## config.mk

```make
export PLATFORM = sky130hd
export DESIGN_NAME = alu_share_arbiter
export DESIGN_NICKNAME = d
export VERILOG_FILES = /design/src/rtl/alu_share_arbiter_pkg.sv /design/src/rtl/alu_share_arbiter_alu.sv /design/src/rtl/alu_share_arbiter.sv
export SDC_FILE = /design/constraint.sdc
export NUM_CORES = 1
export LEC_CHECK = 0
export CORE_MARGIN = 2
export CORE_UTILIZATION = 40
export DETAILED_ROUTE_END_ITERATION = 12
export GPL_TIMING_DRIVEN = 0
export PLACE_DENSITY = 0.75
export RECOVER_POWER = 25
export SKIP_LAST_GASP = 1
export SYNTH_ARGS = -nofsm -noshare
export SYNTH_HDL_FRONTEND = slang
export SYNTH_SLANG_ARGS = --single-unit
```

## constraint.sdc

```tcl
create_clock -name clk -period 5.3 [get_ports clk]
set_clock_uncertainty 0.15 [all_clocks]
set_input_delay 0.53 -clock clk [delete_from_list [all_inputs] [get_ports clk]]
set_output_delay 0.53 -clock clk [all_outputs]
set_load 0.005 [all_outputs]
```

## src/rtl/alu_share_arbiter_pkg.sv

```systemverilog
// ---------------------------------------------------------------------------
// alu_share_arbiter_pkg
//
// Shared definitions for the ALU sharing arbiter:
//   - state_t : control FSM encoding (IDLE -> EXEC -> RESP -> IDLE)
//   - OP_*    : ALUSel opcodes understood by the shared ALU
//
// Opcodes 3'b010 and 3'b011 are aliases of OP_SUB inside the ALU.
// ---------------------------------------------------------------------------
package alu_share_arbiter_pkg;

    typedef enum logic [1:0] {
        IDLE = 2'b00,
        EXEC = 2'b01,
        RESP = 2'b10
    } state_t;

    localparam logic [2:0] OP_ADD = 3'b000;
    localparam logic [2:0] OP_SUB = 3'b001;
    localparam logic [2:0] OP_OR  = 3'b100;
    localparam logic [2:0] OP_NOR = 3'b101;
    localparam logic [2:0] OP_AND = 3'b110;
    localparam logic [2:0] OP_XOR = 3'b111;

    localparam int DATA_W = 8;
    localparam int SEL_W  = 3;

endpackage : alu_share_arbiter_pkg

```

## src/rtl/alu_share_arbiter_alu.sv

```systemverilog
// ---------------------------------------------------------------------------
// alu_share_arbiter_alu
//
// The shared 8-bit combinational ALU. Results wrap modulo 256; there is no
// carry output.
//
// Ports:
//   A      in   8  operand A
//   B      in   8  operand B
//   ALUSel in   3  operation select (see OP_* in the package)
//   Result out  8  operation result
//   ZFlag  out  1  high when Result == 0
// ---------------------------------------------------------------------------
module alu_share_arbiter_alu
    import alu_share_arbiter_pkg::*;
(
    input  logic [7:0] A,
    input  logic [7:0] B,
    input  logic [2:0] ALUSel,
    output logic [7:0] Result,
    output logic       ZFlag
);

    always_comb begin
        // NOTE: default assignment first so every path drives Result; a
        // missing branch in combinational logic would otherwise infer a latch.
        Result = 8'h00;
        case (ALUSel)
            OP_ADD:                     Result = A + B;
            OP_SUB, 3'b010, 3'b011:     Result = A - B;
            OP_OR:                      Result = A | B;
            OP_NOR:                     Result = ~(A | B);
            OP_AND:                     Result = A & B;
            OP_XOR:                     Result = A ^ B;
            default:                    Result = 8'h00;
        endcase
    end

    assign ZFlag = (Result == 8'h00);

endmodule : alu_share_arbiter_alu

```

## src/rtl/alu_share_arbiter.sv

```systemverilog
// ---------------------------------------------------------------------------
// alu_share_arbiter
//
// Shares a single 8-bit ALU between NREQ requesters. One operation is
// accepted at a time (round-robin among requesters holding req_valid), its
// operands are registered and presented to the ALU for one cycle, and the
// captured result/zero flag are returned on a valid/ready response port
// tagged with the requester index.
//
// Ports:
//   clk        in   1       rising-edge clock
//   rst_n      in   1       asynchronous active-low reset
//   req_valid  in   NREQ    per-requester request valid
//   req_ready  out  NREQ    per-requester accept (one-hot or zero, IDLE only)
//   req_a      in   8*NREQ  operand A, requester i at [8i+7:8i]
//   req_b      in   8*NREQ  operand B, same packing
//   req_sel    in   3*NREQ  ALU select, requester i at [3i+2:3i]
//   rsp_valid  out  1       response valid
//   rsp_ready  in   1       response consumer ready
//   rsp_id     out  IDW     index of the requester owning the response
//   rsp_result out  8       captured ALU result
//   rsp_zero   out  1       captured zero flag
//   busy       out  1       high whenever the FSM is not in IDLE
//
// Timing: accept at edge T, result captured at edge T+1, rsp_valid visible
// after T+1. With rsp_ready held high one operation completes every 3 cycles.
// ---------------------------------------------------------------------------
module alu_share_arbiter
    import alu_share_arbiter_pkg::*;
#(
    parameter  int NREQ = 4,
    localparam int IDW  = $clog2(NREQ)
) (
    input  logic                 clk,
    input  logic                 rst_n,
    input  logic [NREQ-1:0]      req_valid,
    output logic [NREQ-1:0]      req_ready,
    input  logic [8*NREQ-1:0]    req_a,
    input  logic [8*NREQ-1:0]    req_b,
    input  logic [3*NREQ-1:0]    req_sel,
    output logic                 rsp_valid,
    input  logic                 rsp_ready,
    output logic [IDW-1:0]       rsp_id,
    output logic [7:0]           rsp_result,
    output logic                 rsp_zero,
    output logic                 busy
);

    // -----------------------------------------------------------------------
    // State and datapath registers
    // -----------------------------------------------------------------------
    state_t           state;
    logic [IDW-1:0]   ptr;        // index of the most recently served requester
    logic [7:0]       op_a;
    logic [7:0]       op_b;
    logic [2:0]       op_sel;

    // -----------------------------------------------------------------------
    // Round-robin pick: first valid requester at or after ptr+1, wrapping.
    // Returns ptr when nothing is valid; callers qualify with any_valid.
    // -----------------------------------------------------------------------
    function automatic logic [IDW-1:0] rr_pick(input logic [NREQ-1:0] valid,
                                               input logic [IDW-1:0]  last);
        logic [IDW-1:0] pick;
        logic           found;
        int             idx;
        pick  = last;
        found = 1'b0;
        for (int k = 1; k <= NREQ; k++) begin
            idx = (int'(last) + k) % NREQ;
            if (!found && valid[idx]) begin
                pick  = IDW'(idx);
                found = 1'b1;
            end
        end
        return pick;
    endfunction

    logic             any_valid;
    logic [IDW-1:0]   grant;
    logic [7:0]       grant_a;
    logic [7:0]       grant_b;
    logic [2:0]       grant_sel;

    assign any_valid = |req_valid;
    assign grant     = rr_pick(req_valid, ptr);

    // Operand mux for the winning requester and the one-hot accept strobe.
    always_comb begin
        grant_a   = 8'h00;
        grant_b   = 8'h00;
        grant_sel = 3'b000;
        req_ready = '0;
        for (int i = 0; i < NREQ; i++) begin
            if (grant == IDW'(i)) begin
                grant_a   = req_a[8*i +: 8];
                grant_b   = req_b[8*i +: 8];
                grant_sel = req_sel[3*i +: 3];
                req_ready[i] = (state == IDLE) && any_valid;
            end
        end
    end

    // -----------------------------------------------------------------------
    // Shared ALU, driven only from the operand registers
    // -----------------------------------------------------------------------
    logic [7:0] alu_result;
    logic       alu_zero;

    alu_share_arbiter_alu u_alu (
        .A      (op_a),
        .B      (op_b),
        .ALUSel (op_sel),
        .Result (alu_result),
        .ZFlag  (alu_zero)
    );

    // -----------------------------------------------------------------------
    // Control FSM with registered response outputs
    // -----------------------------------------------------------------------
    // NOTE: every register here uses non-blocking assignment so all state
    // updates see pre-edge values, independent of statement order.
    always_ff @(posedge clk or negedge rst_n) begin
        if (!rst_n) begin
            state      <= IDLE;
            ptr        <= IDW'(NREQ - 1);   // requester 0 wins first
            op_a       <= 8'h00;
            op_b       <= 8'h00;
            op_sel     <= 3'b000;
            rsp_valid  <= 1'b0;
            rsp_id     <= '0;
            rsp_result <= 8'h00;
            rsp_zero   <= 1'b0;
        end else begin
            case (state)
                IDLE: begin
                    if (any_valid) begin
                        op_a   <= grant_a;
                        op_b   <= grant_b;
                        op_sel <= grant_sel;
                        rsp_id <= grant;
                        state  <= EXEC;
                    end
                end
                EXEC: begin
                    rsp_result <= alu_result;
                    rsp_zero   <= alu_zero;
                    rsp_valid  <= 1'b1;
                    state      <= RESP;
                end
                RESP: begin
                    // Held here for as long as the consumer back-pressures.
                    if (rsp_ready) begin
                        ptr       <= rsp_id;
                        rsp_valid <= 1'b0;
                        state     <= IDLE;
                    end
                end
                default: begin
                    // Unreachable encodings recover without issuing a response.
                    rsp_valid <= 1'b0;
                    state     <= IDLE;
                end
            endcase
        end
    end

    assign busy = (state != IDLE);

endmodule : alu_share_arbiter

```

Word level (Yosys, flattened, before mapping) --
Cells that the tools add are included.
Storage, ports and cells: register bits after elaboration 35, input port bits 83, output and inout bits 17, word-level logic and storage cells 105
Operators by class: add/sub/neg operators 6, $lt $le $gt $ge 4, eq/ne operators 14, mux-type cells 41, bitwise operators 9, reductions and logical operators 22
Operator list (count):
- $mux 8 | 8
- $pmux 8 s6 | 1
- $lt 3x4->1 const B | 4
- $mux 1 | 16
- $eq 3x3->1 const B | 4
- $mux 2 | 6
- $mux 3 | 4
- $add 8x8->8 | 1
- $and 8x8->8 | 1
- $bmux 1 s2 | 4
- $logic_not 8->1 | 1
- $not 8->8 | 1
- $or 8x8->8 | 1
- $reduce_and 2->1 | 4
- $reduce_or 2->1 | 4
- $sub 8x8->8 | 1
- $xor 8x8->8 | 1
- $eq 2x2->1 const B | 3
- $eq 3x2->1 const B | 2
- $pmux 2 s3 | 1
- $add 2x1->2 const B | 2
- $add 2x2->2 const B | 2
- $and 1x1->1 const A | 4
- $eq 2x1->1 const B | 2
- other kinds (11) | 18

Depth between registers and ports, before layout --
Gate-level depths: netlist of the first run.
depth after elaboration 21, depth in mapped cells 12

Hierarchy --
Synthesis of the first run repeated with hierarchy kept, for this count alone.
Second synthesis, totals: cells, all modules 303, area total of the unflattened synthesis 3086.7 µm²
Modules (own cells, without submodules):
- alu_share_arbiter | times used 1, cells each 167, area each 2001.9 µm², seq. area each 878.3 µm²
- alu_share_arbiter_alu | times used 1, cells each 136, area each 1084.8 µm², seq. area each 0.0 µm²

Least setup slack after synthesis of the first run --
Ideal clock, no wire load.
path kind reg2reg, start register op_sel[0], end register rsp_zero, library setup time 0.103 ns, arrival time 2.578 ns, required time 5.047 ns, slack 2.469 ns, stages on the path, launching flop included 11, path buffers 1, cells stage by stage dfrtp_1 buf_2 o21bai_1 o21ai_0 xnor2_1 ha_1 or4_1 o22ai_1 xnor2_1 mux2i_1 o41ai_2
Between the ends: longest elaborated chain between the ends 4, elaborated cells on any way between the ends 11, classes of those cells 7 x eq/ne; 1 x mux; 3 x reduce/logical
RTL lines:
- from (decl) | RTL line alu_share_arbiter.sv:56 | logic [2:0] op_sel;
- from (signal assigned) | RTL line alu_share_arbiter.sv:140 | op_sel <= grant_sel;
- $eq 3x1->1 / $eq 3x2->1 (equally long branches) | RTL line alu_share_arbiter_alu.sv:28 | case (ALUSel)
- $reduce_or 3->1 | RTL line alu_share_arbiter_alu.sv:28
- $pmux 8 s6 (*) | RTL line alu_share_arbiter_alu.sv:28
- $logic_not 8->1 (*) | RTL line alu_share_arbiter_alu.sv:39 | assign ZFlag = (Result == 8'h00);
- to (signal assigned) | RTL line alu_share_arbiter.sv:147 | rsp_zero <= alu_zero;
- to (decl) | RTL line alu_share_arbiter.sv:45 | output logic rsp_zero,
Every way passes the cells marked *; elsewhere a longest branch is shown, timed or not. A chain may end at the register's enable or synchronous reset.

Worst setup path after layout of the first run --
start input port req_valid[3], end output port req_ready[2]
Between the ends: longest elaborated chain between the ends 15, elaborated cells on any way between the ends 29, classes of those cells 1 x eq/ne; 20 x mux; 8 x reduce/logical
RTL lines:
- from (decl) | RTL line alu_share_arbiter.sv:36 | input logic [NREQ-1:0] req_valid,
- $bmux 1 s2 | RTL line alu_share_arbiter.sv:71 | if (!found && valid[idx]) begin
- $mux 1 (not written as such) (2 in series) | RTL line alu_share_arbiter.sv:71
- $mux 1 | RTL line alu_share_arbiter.sv:71
- $logic_not 1->1 | RTL line alu_share_arbiter.sv:71
- $logic_and 1x1->1 | RTL line alu_share_arbiter.sv:71
- $mux 1 | RTL line alu_share_arbiter.sv:71
- $logic_not 1->1 | RTL line alu_share_arbiter.sv:71
- $logic_and 1x1->1 | RTL line alu_share_arbiter.sv:71
- $mux 1 | RTL line alu_share_arbiter.sv:71
- $logic_not 1->1 | RTL line alu_share_arbiter.sv:71
- $logic_and 1x1->1 | RTL line alu_share_arbiter.sv:71
- $mux 2 | RTL line alu_share_arbiter.sv:71
- $eq 2x2->1 | RTL line alu_share_arbiter.sv:95 | if (grant == IDW'(i)) begin
- $mux 1 (*) | RTL line alu_share_arbiter.sv:95
- to (decl) | RTL line alu_share_arbiter.sv:37 | output logic [NREQ-1:0] req_ready,
Every way passes the cells marked *; elsewhere a longest branch is shown, timed or not. The select of a mux whose other input is x is not followed.

==> results of run 1 <==
## flip-flops by register name, indices dropped and copies added, names as in the netlist
name        count
rsp_valid       1
rsp_id          2
rsp_result      8
op_sel          3
op_a            8
rsp_zero        1
op_b            8
state           2
ptr             2
## routing by layer
metal  vias to the layer above  global-route usage (%)  routed length [µm]  part of all wire [%]
met5                         -                       0                   0                     0
met4                         0                    2.65                  19                  0.25
met3                         2                    3.98                 373                   4.9
met2                        78                    33.6                3970                    52
met1                      1231                    22.4                3200                    42
li1                       1300                       -                   -                     -
## layout make-up
| type | instances | area [µm²] | share of cell area (%) |
|---|---|---|---|
| buffer | 14 | 83.8 | 1.96 |
| clock buffer | 5 | 68.8 | 1.61 |
| clock inverter | 3 | 43.8 | 1.02 |
| inverter | 20 | 75.1 | 1.76 |
| multi-input combinational | 236 | 2020 | 47.2 |
| sequential | 35 | 878 | 20.5 |
| tap | 99 | 124 | 2.90 |
| timing repair buffer | 99 | 985 | 23.0 |
## critical path: stages
cell	delay [ns]
clkdlybuf4s50_1	0.59
nand2_1	0.11
a31oi_1	0.16
a21boi_1	0.47
buf_2	0.35
and3_1	0.18
clkdlybuf4s50_1	0.50
## report_power, final
part	leakage (nW)	internal [mW]	switching, mW
logic	1.46	1.05	1.04
registers	0.410	0.416	0.122
clock network	0.0581	0.140	0.102
## synth_stat cells, drive strengths merged (3+ instances only)
| library cell | count |
|---|---|
| mux2i | 61 |
| dfrtp | 33 |
| mux2 | 30 |
| ha | 24 |
| inv | 20 |
| nand2 | 20 |
| o21ai | 17 |
| nor2 | 13 |
| xnor2 | 11 |
| buf | 10 |
| xor2 | 9 |
| nand2b | 7 |
| a21oi | 6 |
| o21a | 5 |
| clkbuf | 4 |
| nor3 | 3 |
| o22ai | 3 |
| o31ai | 3 |
## path summary, 6_finish.rpt
path	start	end	slack, ns	depth (start not counted)
worst min register to register	rsp_result[3]$_DFFE_PN0P_	rsp_result[3]$_DFFE_PN0P_	0.34	2
worst max register to register	op_sel[0]$_DFFE_PN0P_	rsp_zero$_DFFE_PN0P_	1.97	10
min in group asynchronous	rst_n	rsp_id[1]$_DFFE_PN0P_	0.57	1
worst min-delay path	rsp_result[3]$_DFFE_PN0P_	rsp_result[3]$_DFFE_PN0P_	0.34	2
max in group asynchronous	rst_n	op_a[6]$_DFFE_PN0P_	3.36	1
worst max-delay path	req_valid[3]	req_ready[2]	1.73	7
## kinds of logic after synthesis
family / Yosys count
AO/OA/AOI/OAI: 46
XOR/XNOR: 20
adder cells (fa/ha/maj): 25
buffers and inverters: 34
flip-flops: 35
multiplexers: 91
AND/OR/NAND/NOR: 54
## stage by stage
stage	power (mW)	std cells
after detailed placement	2.64	503
after global placement	2.59	503
after floorplan	2.09	305
after global routing	3.18	511
final	2.87	511
after CTS	2.90	511
==> flow_summary.ini, run 1 <==
[status]
status = finished, violations left
violations = max-capacitance violations, max-slew violations

[global_route]
grt_pass1_wl_um = 12600
grt.overflow.total = 0
grt_pass1_vias = 2740
grt_usage_pct = 18.4
grt_start_max_net_pins = 36
grt_antenna_before_repair = 0

[synthesis]
synth.yosys.seq_area_share_pct = 28.8
synth.mux.area_fraction_pct = 31.1
synth-compound-area-share_pct = 10.3
synthSimpleGateAreaFrac_pct = 8.48
synth_edf_count = 0
synth_area_leaders = dfrtp_1, mux2i_1, mux2_2, ha_1, xnor2_1
yosysTopAreaCell = dfrtp_1
synth_cell_types = 40
synthAdderAreaFrac_pct = 10.5
yosys.area.top_type_share_pct = 27.0
yosysWarnings = 0
syn-num-nets = 413
synthArstFlopShare_pct = 100
syn_area_per_cell_um2 = 10.0
syn-instance-count = 305
ys_ff_latch = 35
netlist_area_um2 = 3050
synth_top_family_by_area = multiplexers
synth-main-ff-cell = dfrtp_1
synthXorXnorAreaFrac_pct = 5.74

[floorplan]
start_util_pct = 41.7
die_h_um = 91.4
num_io_pins = 100
row_count = 31
core_area_um2 = 7330
die-area_um2 = 8350
die_w_um = 91.4

[route]
wl_per_cell_um = 14.8
wl_um = 7560
vias_per_cell = 5.11
vias = 2611
drc = 0
drtIter0Drc = 91
first_pass_iters = 6
ant_nets = 0

[worst_setup_path]
arrival_ns = 2.89
crit_type = primary input to primary output
startpoint_type = primary input
crit_required_ns = 4.62
cp_max_fo = 10
cp-end-kind = primary output

[cts]
numCtsBuffers = 5
post_cts_resized = 0
cts_max_path_buffers = 2
numClockSinks = 35
cts_hold_buf = 0
clk_pin_slew_ns = 0.07
h-tree-depth = 2
cts_setup_buffers = 0
clockRootBuffer = clkbuf_8
cts_tree = yes
clk_latency_ns = 0.29

[placement]
detailed_place_hpwl_um = 6190
io_buffers = 99
place_congestion = 0.827
dp_slack_ns = 1.76
placedInstanceArea_um2 = 4160

[timing]
hold_slack_ns = 0.343
finalSetupTns_ns = 0
rsz0062_at_grt = no
setup_viol = 0
finalHoldViolCount = 0
drv_slew = 36
max_freq_mhz = 280
min_period_ns = 3.57
slew_headroom_pct = -21.8
worstMarginPinSlew_ns = 1.83
finalCritPeriodShare_pct = 67.3
setup_ws_ns = 1.73

[cells_and_area]
diodes = 0
drive_above_1_share_pct = 12.9
layout.nets = 519
stdcell_area_um2 = 4280
fillCellCount = 619
mostFrequentLayoutCell = clkdlybuf4s50_1
area_growth_pct = 40.0
final_util_pct = 58.3
final_cell_mix = clkdlybuf4s50_1, mux2i_1, dfrtp_1

[pwr]
ir_drop_v = 0.000386
leakage_nw = 1.93
power.density_nw_per_um2 = 672

[flow_run]
maxCapViolations = 1

[min_path]
hp-class = register to register
Power figures use the tool's default switching activity.
==> run 2, diff against run 1 <==
clock period = 3.38 ns   (was 5.3 ns; I/O delays follow)
==> run 2 against run 1 <==
  * The run still ends with max-capacitance violations, max-slew violations left
  * Largest power group unchanged
  * Sequential power is 57% higher
  * Critical endpoint unchanged
  * Wire length grew 1.2%
  * Setup slack worse by 1.5 ns
==> flow_summary.ini, run 2 (synthesis gave the netlist of run 1 again) <==
[pwr]
ir_drop_v = 0.000611
power.density_nw_per_um2 = 1050
power.total_mw = 4.53
leakage_nw = 1.94

[timing]
worstMarginPinSlew_ns = 1.88
setup_ws_ns = 0.194
finalHoldViolCount = 0
hold_slack_ns = 0.344
slew_headroom_pct = -25.2
drv_slew = 36
finalSetupTns_ns = 0
finalCritPeriodShare_pct = 94.3
max_freq_mhz = 314
rsz0062_at_grt = no
min_period_ns = 3.19
setup_viol = 0

[route]
vias = 2626
drtIter0Drc = 100
ant_nets = 0
wl_um = 7650
vias_per_cell = 5.13
drc = 0
first_pass_iters = 4
wl_per_cell_um = 14.9

[floorplan]
row_count = 31
die_w_um = 91.4
die-area_um2 = 8350
start_util_pct = 41.7
core_area_um2 = 7330
die_h_um = 91.4
num_io_pins = 100

[cts]
cts_tree = yes
numClockSinks = 35
clk_pin_slew_ns = 0.08
clockRootBuffer = clkbuf_8
h-tree-depth = 2
clk_latency_ns = 0.29
cts_setup_buffers = 0
numCtsBuffers = 5
cts_max_path_buffers = 2

[min_path]
whs_path_depth = 2
hp-class = register to register
min_from = rsp_result[4]$_DFFE_PN0P_
hold_path_end = rsp_result[4]$_DFFE_PN0P_

[cells_and_area]
diodes = 0
top_regs = op_a: 8 flops, op_b: 8 flops, rsp_result: 8 flops
area_growth_pct = 40.7
mostFrequentLayoutCell = clkdlybuf4s50_1
drive_above_1_share_pct = 13.3
final_util_pct = 58.6
layout.nets = 520
final_cell_mix = clkdlybuf4s50_1, mux2i_1, dfrtp_1

[status]
status = finished, violations left
violations = max-capacitance violations, max-slew violations

[worst_setup_path]
startpoint = req_valid[3]
path_cells = clkdlybuf4s50_1, nand2_1, a31oi_1, a21boi_1, buf_2, and3_1, clkdlybuf4s50_1
crit_type = primary input to primary output
cp-end-kind = primary output
cp_common_cell = clkdlybuf4s50_1
r2r_cells = 9
cp_max_fo = 10
worst_r2r_endpoint = rsp_zero$_DFFE_PN0P_
reg2reg_slack_ns = 0.23
path_buf_inv = 3
critPathTopFamily = buffers and inverters
startpoint_type = primary input
cp_slowest_stage_delay_ns = 0.59
arrival_ns = 2.70
crit_slowest_cell = clkdlybuf4s50_1
r2r_start = op_b[2]$_DFFE_PN0P_
crit_required_ns = 2.89

[flow_run]
maxCapViolations = 1

[placement]
place_congestion = 0.827
io_buffers = 99
detailed_place_hpwl_um = 6190
dp_slack_ns = 0.127

[global_route]
grt_pass1_vias = 2740
grt_pass1_wl_um = 12600
grt_usage_pct = 18.4
grt.overflow.total = 0
grt_start_max_net_pins = 36
grt_antenna_before_repair = 0
## run 2: power breakdown
part           switching [mW]  leakage [nW]  total, mW  internal, mW
registers               0.195         0.410      0.847         0.653
logic                    1.65          1.47       3.30          1.65
clock network           0.163        0.0581      0.383         0.220
## run 2: layer usage
metal	track usage [%]	up-vias	wire length, µm
li1	-	1296	-
met1	22.4	1244	3280
met2	33.6	78	3950
met3	3.98	8	372
met4	2.65	0	52
met5	0	-	0
## run 2: cell type report
| cell class | count | area, µm² |
|---|---|---|
| tap | 99 | 124 |
| timing repair buffer | 100 | 995 |
| fill | 616 | 3030 |
| clock buffer | 5 | 68.8 |
| clock inverter | 3 | 43.8 |
| sequential | 35 | 878 |
| multi-input combinational | 236 | 2030 |
| buffer | 14 | 83.8 |
| inverter | 20 | 75.1 |
## run 2: what timing repair did
action                                 CTS  global route
setup endpoints to repair                0             3
hold buffers                             1             0
endpoints found under the hold margin   10             0
gates resized for setup                  0             2
## run 2: worst max path at each step
stage	endpoint	slack [ns]	depth (start not counted)
after CTS	rsp_zero$_DFFE_PN0P_	0.03	10
final	req_ready[2]	0.19	7
after detailed placement	rsp_zero$_DFFE_PN0P_	0.13	10
after global routing	rsp_zero$_DFFE_PN0P_	0.01	10
after global placement	rsp_zero$_DFFE_PN0P_	0.24	10
after floorplan	rsp_zero$_DFFE_PN0P_	0.55	10
## run 2: through the flow
step           std cells  area [µm²]
2_1_floorplan        305        3050
3_3_place_gp         503        4170
3_5_place_dp         503        4160
5_1_grt              512        4300
6_report             512        4300
4_1_cts              512        4290
## run 2: worst min-delay path, cell delays in order, from the launching register on
cell and delay (ns):
dfrtp_1 0.35, nand2_1 0.05, o21ai_0 0.06
==> run 3, diff against run 2 <==
clock period = 3.11 ns   (was 3.38 ns; I/O delays follow)
==> run 3 against run 2 <==
  * Flip-flop and latch count is the same
  * Critical path type unchanged
  * The run still ends with max-capacitance violations, max-slew violations left
  * Non-clock buffer count is the same
  * Sequential share of layout area decreased by 0.18 points
  * Global-route usage is 0.10 points higher
  * Utilization grew 0.53 points
  * Clock power increased by 8.4%
  * Critical endpoint unchanged
==> flow_summary.ini, run 3 (synthesis gave the netlist of run 1 again) <==
[route]
drc = 0
vias_per_cell = 5.17
first_pass_iters = 4
ant_nets = 0
wl_per_cell_um = 15.0
vias = 2645
wl_um = 7680
drtIter0Drc = 68

[cts]
h-tree-depth = 2
cts_tree = yes
clk_latency_ns = 0.29
clk_pin_slew_ns = 0.08
clockRootBuffer = clkbuf_8
numClockSinks = 35
cts_max_path_buffers = 2
numCtsBuffers = 5

[global_route]
grt.overflow.total = 0
grt_pass1_wl_um = 12700
grt_usage_pct = 18.5
grt_pass1_vias = 2752
grt_antenna_before_repair = 0
grt_start_max_net_pins = 36

[cells_and_area]
drive_above_1_share_pct = 15.0
layoutNonFillerInstCount = 512
diodes = 0
top_regs = op_a: 8 flops, op_b: 8 flops, rsp_result: 8 flops
layout.nets = 520
final_cell_mix = clkdlybuf4s50_1, mux2i_1, dfrtp_1
area_growth_pct = 42.0
fillCellCount = 619
final_util_pct = 59.1
mostFrequentLayoutCell = clkdlybuf4s50_1

[worst_setup_path]
cp-end-kind = primary output
startpoint_type = primary input
crit_required_ns = 2.65
cp_max_fo = 10
crit_type = primary input to primary output
arrival_ns = 2.54

[pwr]
power.total_mw = 5.01
power.density_nw_per_um2 = 1160
ir_drop_v = 0.000666
leakage_nw = 1.95

[placement]
detailed_place_hpwl_um = 6190
place_congestion = 0.827
io_buffers = 99
numPlacedInstances = 503

[floorplan]
num_io_pins = 100
start_util_pct = 41.7
die_h_um = 91.4
core_area_um2 = 7330
die_w_um = 91.4
die-area_um2 = 8350
row_count = 31

[timing]
setup_viol = 0
worstMarginPinSlew_ns = 1.87
finalHoldViolCount = 0
slew_headroom_pct = -24.6
min_period_ns = 3.01
finalCritPeriodShare_pct = 96.7
finalSetupTns_ns = 0
max_freq_mhz = 333
drv_slew = 36
rsz0062_at_grt = yes

[min_path]
hp-class = register to register

[status]
violations = max-capacitance violations, max-slew violations
status = finished, violations left

[flow_run]
maxCapViolations = 1
==> run 3: cell types whose count changed in the layout (fill, tap and decap cells not counted), sizes merged <==
cell	change
buf	-1
clkbuf	+1
==> run 3: final timing paths <==
kind | start | depth (start not counted) | endpoint | slack (ns)
max reg2reg | op_b[0]$_DFFE_PN0P_ | 11 | rsp_zero$_DFFE_PN0P_ | 0.13
max | req_valid[3] | 7 | req_ready[2] | 0.10
max in group asynchronous | rst_n | 2 | op_a[6]$_DFFE_PN0P_ | 0.81
min in group asynchronous | rst_n | 2 | rsp_id[1]$_DFFE_PN0P_ | 0.91
min reg2reg | rsp_result[3]$_DFFE_PN0P_ | 2 | rsp_result[3]$_DFFE_PN0P_ | 0.34
min | rsp_result[3]$_DFFE_PN0P_ | 2 | rsp_result[3]$_DFFE_PN0P_ | 0.34
==> run 3: layer usage <==
layer	share of wire (%)	routed length (µm)	vias to the layer above	GRT usage, %
met3	5.5	419	4	3.98
li1	-	-	1296	-
met4	0.44	34	0	2.65
met5	0	0	-	0
met2	52	4020	81	33.6
met1	42	3200	1264	22.7
==> run 3: area by class of cell <==
cell class / instances / area [µm²] / share of cell area (%)
buffer: 13 / 85.1 / 1.96
multi-input combinational: 236 / 2060 / 47.5
sequential: 35 / 878 / 20.3
inverter: 20 / 75.1 / 1.73
clock buffer: 5 / 68.8 / 1.59
tap: 99 / 124 / 2.86
clock inverter: 3 / 43.8 / 1.01
timing repair buffer: 101 / 1000 / 23.1
==> run 3: power by group <==
group | internal [mW] | switching [mW] | leakage, nW
Clock | 0.239 | 0.176 | 0.0581
Combinational | 1.85 | 1.81 | 1.49
Sequential | 0.709 | 0.230 | 0.410
==> run 3: metrics by stage <==
step	setup WS (ns)	instance area, µm²	hold WS (ns)
floorplan	0.279	3050	-0.135
global placement	-0.0281	4170	0.313
detailed placement	-0.143	4160	0.289
CTS	0.0252	4310	0.353
global route	-0.128	4340	0.385
finish	0.104	4340	0.343
==> run 3: worst max-delay path, stage by stage <==
cell and delay [ns]:
clkdlybuf4s50_1 0.59, nand2_1 0.12, a31oi_1 0.19, a21boi_2 0.36, clkbuf_4 0.31, and3_1 0.16, clkdlybuf4s50_1 0.49
==> run 3: repair_timing <==
item	CTS	global route
resized for setup	5	7
hold buffers	1	0
endpoints found under the setup margin	5	7
gates cloned	0	0
endpoints found under the hold margin	33	0
pin swaps	0	1
setup buffers	0	1
